==> config.mk <==
export PLATFORM = sky130hd
export DESIGN_NAME = gamepad_pmod_receiver_flat
export DESIGN_NICKNAME = d
export VERILOG_FILES = /design/src/rtl/gamepad_pmod_receiver_pkg.sv /design/src/rtl/gamepad_pmod_receiver_if.sv /design/src/rtl/gamepad_pmod_receiver_sync.sv /design/src/rtl/gamepad_pmod_receiver.sv /design/src/flat_wrapper.sv
export SDC_FILE = /design/constraint.sdc
export NUM_CORES = 1
export LEC_CHECK = 0
export BUFFER_PORTS_ARGS = -buffer_cell sky130_fd_sc_hd__buf_2
export CAP_MARGIN = 20
export CORE_MARGIN = 4
export CORE_UTILIZATION = 40
export DETAILED_ROUTE_END_ITERATION = 7
export GPL_TIMING_DRIVEN = 0
export PLACE_DENSITY = 0.65
export SLEW_MARGIN = 10
export SYNTH_ARGS = -nofsm -noshare
export SYNTH_HDL_FRONTEND = slang
export SYNTH_SLANG_ARGS = --single-unit
export TNS_END_PERCENT = 5
==> constraint.sdc <==
create_clock -name clk -period 7.8 [get_ports clk]
set_input_delay 1.56 -clock clk [delete_from_list [all_inputs] [get_ports clk]]
set_output_delay 1.56 -clock clk [all_outputs]
set_load 0.005 [all_outputs]
==> src/rtl/gamepad_pmod_receiver_pkg.sv <==
// Shared constants and types for the Gamepad Pmod receiver.
// Button indices follow the bit order in which each pad shifts out its state.
package gamepad_pkg;

  localparam int BUTTONS_PER_PAD    = 12;
  localparam int DEFAULT_FRAME_BITS = 2 * BUTTONS_PER_PAD;

  localparam int BTN_B      = 11;
  localparam int BTN_Y      = 10;
  localparam int BTN_SELECT = 9;
  localparam int BTN_START  = 8;
  localparam int BTN_UP     = 7;
  localparam int BTN_DOWN   = 6;
  localparam int BTN_LEFT   = 5;
  localparam int BTN_RIGHT  = 4;
  localparam int BTN_A      = 3;
  localparam int BTN_X      = 2;
  localparam int BTN_L      = 1;
  localparam int BTN_R      = 0;

  typedef logic [BUTTONS_PER_PAD-1:0] pad_t;

  // An unplugged pad reads as all ones because of the pull-ups.
  function automatic logic pad_absent(input pad_t field);
    return &field;
  endfunction

endpackage

==> src/rtl/gamepad_pmod_receiver_if.sv <==
// Pin and result bundle between the Pmod header and the receiver.
// The slave side is the receiver; the master side drives pins and reads results.
interface gamepad_pmod_receiver_if;
  import gamepad_pkg::*;

  logic       pmod_data;
  logic       pmod_clk;
  logic       pmod_latch;
  pad_t       buttons0;
  pad_t       buttons1;
  logic [1:0] present;
  logic       frame_valid;
  logic       frame_error;

  modport master (
    output pmod_data, pmod_clk, pmod_latch,
    input  buttons0, buttons1, present, frame_valid, frame_error
  );

  modport slave (
    input  pmod_data, pmod_clk, pmod_latch,
    output buttons0, buttons1, present, frame_valid, frame_error
  );

endinterface

==> src/rtl/gamepad_pmod_receiver_sync.sv <==
// Two-flop synchroniser plus history flop for one asynchronous Pmod pin.
// Both outputs are registered, so a pin edge shows up as rise three cycles later.
module pmod_input_sync (
  input  logic clk,
  input  logic reset,
  input  logic pin,
  output logic level,
  output logic rise
);

  logic meta;
  logic sync;

  always_ff @(posedge clk or posedge reset) begin
    if (reset) begin
      meta  <= 1'b0;
      sync  <= 1'b0;
      level <= 1'b0;
      rise  <= 1'b0;
    end else begin
      meta  <= pin;
      sync  <= meta;
      level <= sync;
      rise  <= sync & ~level;
    end
  end

endmodule

==> src/rtl/gamepad_pmod_receiver.sv <==
// Gamepad Pmod serial receiver: shifts in button bits, commits a frame on latch,
// flags absent pads and clears everything if no good frame arrives in time.
module gamepad_pmod_receiver
  import gamepad_pkg::*;
#(
  parameter int FRAME_BITS     = DEFAULT_FRAME_BITS,
  parameter int TIMEOUT_CYCLES = 2_000_000
) (
  input logic                   clk,
  input logic                   reset,
  gamepad_pmod_receiver_if.slave pmod
);

  localparam int              WD_W     = $clog2(TIMEOUT_CYCLES + 1);
  localparam logic [WD_W-1:0] WD_MAX   = WD_W'(TIMEOUT_CYCLES);
  localparam logic [4:0]      CNT_MAX  = 5'd31;
  localparam logic [4:0]      CNT_FULL = 5'(FRAME_BITS);

  logic                  data_level, data_rise;
  logic                  clk_level, clk_rise;
  logic                  latch_level, latch_rise;
  logic [FRAME_BITS-1:0] sr;
  logic [4:0]            bit_cnt;
  logic [WD_W-1:0]       wd_cnt;
  pad_t                  field0, field1;
  logic                  commit;
  logic                  unused_sync;

  pmod_input_sync u_sync_data  (.clk(clk), .reset(reset), .pin(pmod.pmod_data),
                                .level(data_level),  .rise(data_rise));
  pmod_input_sync u_sync_clk   (.clk(clk), .reset(reset), .pin(pmod.pmod_clk),
                                .level(clk_level),   .rise(clk_rise));
  pmod_input_sync u_sync_latch (.clk(clk), .reset(reset), .pin(pmod.pmod_latch),
                                .level(latch_level), .rise(latch_rise));

  assign unused_sync = ^{data_rise, clk_level, latch_level};

  assign field0 = sr[2*BUTTONS_PER_PAD-1:BUTTONS_PER_PAD];
  assign field1 = sr[BUTTONS_PER_PAD-1:0];
  assign commit = latch_rise && (bit_cnt == CNT_FULL);

  always_ff @(posedge clk or posedge reset) begin
    if (reset) begin
      sr               <= '0;
      bit_cnt          <= '0;
      wd_cnt           <= '0;
      pmod.buttons0    <= '0;
      pmod.buttons1    <= '0;
      pmod.present     <= '0;
      pmod.frame_valid <= 1'b0;
      pmod.frame_error <= 1'b0;
    end else begin
      pmod.frame_valid <= 1'b0;
      pmod.frame_error <= 1'b0;

      // A latch takes priority over a coincident shift, which is dropped.
      if (latch_rise) begin
        bit_cnt <= '0;
        if (!commit) pmod.frame_error <= 1'b1;
      end else if (clk_rise) begin
        sr <= {sr[FRAME_BITS-2:0], data_level};
        if (bit_cnt != CNT_MAX) bit_cnt <= bit_cnt + 5'd1;
      end

      if (commit) begin
        pmod.frame_valid <= 1'b1;
        pmod.present[0]  <= ~pad_absent(field0);
        pmod.present[1]  <= ~pad_absent(field1);
        pmod.buttons0    <= pad_absent(field0) ? '0 : field0;
        pmod.buttons1    <= pad_absent(field1) ? '0 : field1;
        wd_cnt           <= '0;
      end else if (wd_cnt == WD_MAX) begin
        pmod.buttons0 <= '0;
        pmod.buttons1 <= '0;
        pmod.present  <= '0;
      end else begin
        wd_cnt <= wd_cnt + 1'b1;
      end
    end
  end

endmodule

==> src/flat_wrapper.sv <==
// flat-port wrapper written by rule: the top's interface ports become plain ports
module gamepad_pmod_receiver_flat import gamepad_pkg::*;
#(
  parameter int FRAME_BITS     = DEFAULT_FRAME_BITS,
  parameter int TIMEOUT_CYCLES = 2_000_000
)
  (clk, reset, pmod_pmod_data, pmod_pmod_clk, pmod_pmod_latch, pmod_buttons0, pmod_buttons1, pmod_present, pmod_frame_valid, pmod_frame_error);
  gamepad_pmod_receiver_if pmod_i ();
  input logic clk;
  input logic reset;
  input wire logic [$bits(pmod_i.pmod_data)-1:0] pmod_pmod_data;
  input wire logic [$bits(pmod_i.pmod_clk)-1:0] pmod_pmod_clk;
  input wire logic [$bits(pmod_i.pmod_latch)-1:0] pmod_pmod_latch;
  output wire logic [$bits(pmod_i.buttons0)-1:0] pmod_buttons0;
  output wire logic [$bits(pmod_i.buttons1)-1:0] pmod_buttons1;
  output wire logic [$bits(pmod_i.present)-1:0] pmod_present;
  output wire logic [$bits(pmod_i.frame_valid)-1:0] pmod_frame_valid;
  output wire logic [$bits(pmod_i.frame_error)-1:0] pmod_frame_error;
  assign pmod_i.pmod_data = pmod_pmod_data;
  assign pmod_i.pmod_clk = pmod_pmod_clk;
  assign pmod_i.pmod_latch = pmod_pmod_latch;
  assign pmod_buttons0 = pmod_i.buttons0;
  assign pmod_buttons1 = pmod_i.buttons1;
  assign pmod_present = pmod_i.present;
  assign pmod_frame_valid = pmod_i.frame_valid;
  assign pmod_frame_error = pmod_i.frame_error;
  gamepad_pmod_receiver #(.FRAME_BITS(FRAME_BITS), .TIMEOUT_CYCLES(TIMEOUT_CYCLES)) u_core (.clk(clk), .reset(reset), .pmod(pmod_i));
endmodule
==> results by stage <==
Status:
- The flow ran to the end, and the final reports show no timing, DRC or antenna violations.

Place:
- The count of buffers from port buffering is 32.
- At the placement stage, the worst setup path has a slack of 5.627 ns.
- The congestion estimate from routability-driven global placement came to 0.7600.
- The detailed placement HPWL is 4535 um.

Floorplanning:
- For this configuration, the core starts out at a cell density of 41.57%.
- In this run the core area contains 34 standard-cell rows.
- Pin placement for this block handled 33 I/O pins.
- The total core area is 8806 um^2.
- The width of the die is 103.7 um.
- The die is 103.7 um tall.
- The floorplan step defined a die boundary enclosing 10750 um^2.

Job:
- Across the run, the number of max-cap violations was 0.

Timing:
- The hold violation count in the final report is 0.
- The clock skew after layout is 0.008621 ns.
- The worst slew margin relative to its limit is 65.65%.
- The fmax is 408.8 MHz.
- The total negative slack is 0 ns.
- The pin slew with the least headroom to its limit is 0.5136 ns.
- Setup violations remaining at the end of the flow were counted as 0.
- The final setup slack of the worst path is 5.354 ns.
- In the finished design, the share of the clock period the worst path needs comes to 31.36%.
- The final max-slew violation count is 0.
- Setup repair after global routing left no endpoint under its margin.
- The worst path needs 2.446 ns of the cycle, external delays included.

Synth:
- The count of flip-flops with a built-in enable after synthesis is 0.
- The number of storage elements in the synthesis netlist is 89.
- Ranked by total cell area, the synthesized netlist is headed by dfrtp_1 (61%), mux2_2 (7.4%), a22o_1 (5.7%).
- Among all flip-flop cells after synthesis, the most frequent one is dfrtp_1.
- Counting flops with an async set or reset pin after synthesis yields a share of 100.0%.
- The area share of the largest cell type after synthesis is 60.83%.
- The count of distinct cell types in the synthesized netlist is 38.
- The netlist area before placement is 3661 um^2.
- Counting every net in the synthesized netlist gives 299.
- Synthesis produced a netlist whose cell count is 289.
- The largest area contributor in the netlist is dfrtp_1.
- Sequential elements use 60.83% of the synthesized area.
- Dividing the synthesized area by the synthesized cell count gives 12.67 um^2.
- During synthesis, Yosys emitted a total of 0 warnings.

Clock network:
- The CTS buffer count is 9.
- The cell at the root of the clock tree is clkbuf_8.
- The clock tree synthesis step divided the H-tree into 3 levels.
- The total clock sinks is 89.
- After clock tree synthesis, the clock-pin slew on the worst setup and hold paths is 0.08 ns.
- The clock reaches the later pin of the worst-skew pair after 0.35 ns.
- Buffers inserted to repair hold after CTS numbered 0.
- The count of instances resized after the clock tree is built is 0.
- TritonCTS built the clock tree.
- In this run the post-CTS setup repair buffer count came out at 0.
- The buffer levels on the longest clock path is 2.

Final layout:
- The library cell used most frequently in the layout, excluding fill and tap cells, is dfrtp_1.
- Leaving out fill and tap cells, the most frequent cells in the layout are dfrtp_1 (89), buf_2 (36), a22o_1 (24), mux2_2 (24), nor2_1 (22).
- The number of inserted filler cells in the final layout is 775.
- For this run, the share of the core covered by cells in the final layout is 47.84%.
- Relative to the synthesized area, the layout overhead comes to 15.07%.
- In the final layout, the multi-input gates occupy 1335 um^2.
- The post-route netlist has 24.85% of its cells at a drive strength greater than 1.
- The repair_antennas step left the layout with diodes totalling 0.
- The register area is 2227 um^2.
- The net count of the finished layout is 343.

Power and ir drop:
- The internal power of the cells totals 0.7162 mW.
- The switching power total is 0.2215 mW.
- Across the VDD grid, the largest voltage drop is 0.1460 mV.
- For this design the ratio of total power to cell area is 222.6 nW/um^2.
- The static leakage is 2.011 nW.
- Of the total power, the share spent switching nets is 23.63%.
- In this run, flip-flops and latches consume 56.5% of the power.
- Per report_power, the clock group accounts for 37.6% of the total.
- The logic gate share of total power is 5.9%.

Setup path:
- The worst setup path category is register to output pin.
- Traced cell by cell, the critical path runs through buf_2.
- The required time reported for the critical path endpoint is 6.24 ns.
- In this design, the largest share of critical-path delay is due to flip-flops.
- The stage delay of the slowest cell on the critical path is 0.40 ns.
- Among all stages on the critical path, the largest delay is contributed by dfrtp_1.
- Of all nets on the critical path, the largest fanout is 2.
- The critical path endpoint category is an output pin.
- The number of buffers and inverters on the critical path is 1.
- Data on the critical path arrives at its endpoint at 0.89 ns.
- The launching element type of the critical path is a register.

Routing:
- The total number of vias is 2355.
- Using the TritonRoute via totals, the vias-per-cell ratio works out to 5.280.
- The number of DRC markers in iteration 0 is 87.
- The final wirelength is 6577 um.
- For this run, the detailed router's first-pass iteration total came to 4.
- In the final routed layout, each cell accounts on average for 14.75 um.
- The count of nets left with antenna violations once routing finished came out at 0.
- In the routed design, unresolved DRC markers number 0.

GRT:
- The global router's overall resource usage is 12.96%.
- Entering global routing, the biggest net connects 69 pins.
- The total congestion overflow is 0.
- The initial antenna violation count came to 0.
- The first-pass GRT wire length is 11590 um.
- The via count of the first global-routing pass is 2344.

Worst hold path:
- The worst hold path belongs to the class register to register.
## through the flow
| step | power [mW] | instances | hold WS (ns) | cell area [um^2] |
|---|---|---|---|---|
| floorplan | 0.5723 | 289 | 0.3312 | 3661 |
| global route | 0.9786 | 446 | 0.3629 | 4213 |
| CTS | 0.9472 | 446 | 0.3543 | 4213 |
| finish | 0.9377 | 446 | 0.3576 | 4213 |
| detailed placement | 0.5941 | 430 | 0.3363 | 3986 |
| global placement | 0.5893 | 429 | 0.3324 | 3956 |
## area by class of cell
| cell class | count | share of cell area, % |
|---|---|---|
| plain buffers | 13 | 1.634 |
| clock buffers | 10 | 3.267 |
| clock inverters | 6 | 2.109 |
| inverters | 8 | 0.7722 |
| multi-input cells | 179 | 31.69 |
| flip-flops and latches | 89 | 52.87 |
| well taps | 108 | 3.208 |
| repair buffers | 33 | 4.455 |
## state kept, by name (all words and copies together), names as in the netlist, 2 cells and up
signal	flops
u_core.sr	24
u_core.wd_cnt	21
u_core.pmod.present	2
u_core.pmod.buttons0	12
u_core.bit_cnt	5
u_core.pmod.buttons1	12
## worst paths after layout
check	startpoint	to	slack, ns	cells after the start
max in group asynchronous	reset	u_core.sr[8]$_DFFE_PP0P_	6.05	3
setup / recovery	u_core.pmod.buttons0[10]$_DFFE_PP0P_	pmod_buttons0[10]	5.35	1
min in group asynchronous	reset	u_core.u_sync_latch.sync$_DFF_PP0_	1.16	2
setup reg to reg	u_core.wd_cnt[0]$_DFFE_PP0P_	u_core.pmod.buttons1[6]$_DFFE_PP0P_	5.65	7
hold / removal	u_core.u_sync_clk.meta$_DFF_PP0_	u_core.u_sync_clk.sync$_DFF_PP0_	0.36	0
hold reg to reg	u_core.u_sync_clk.meta$_DFF_PP0_	u_core.u_sync_clk.sync$_DFF_PP0_	0.36	0
## cells in the mapped netlist, types with 7 or more instances
cell type / instances
a21oi_1: 7
nand4_1: 12
dfrtp_1: 89
nand2_1: 13
xnor2_1: 9
nor2_1: 22
inv_1: 8
clkbuf_1: 7
mux2_2: 24
a22o_1: 24
## logic make-up after synthesis
group | synth area share [%]
AO/OA/AOI/OAI | 8.339
XOR/XNOR | 3.589
adder cells (fa/ha/maj) | 1.709
buffers and inverters | 2.700
flip-flops | 60.83
multiplexers | 8.202
AND/OR/NAND/NOR | 14.63
## power groups by stage
stage                     logic (mW)  clock network [mW]  registers [mW]
final                         0.0551               0.352           0.530
after detailed placement      0.0561                   0           0.538
after global placement        0.0517                   0           0.538
after CTS                     0.0566               0.361           0.530
after floorplan               0.0452                   0           0.527
after global routing          0.0636               0.380           0.535
## metal layers
layer	vias up	routed length [um]	global-route usage, %
met5	-	0	0
met3	11	203	3.296
met4	0	131	5.508
li1	1131	-	-
met2	25	3099	20.09
met1	1188	3143	17.34
Note: power is estimated with default switching activity, not from simulation.
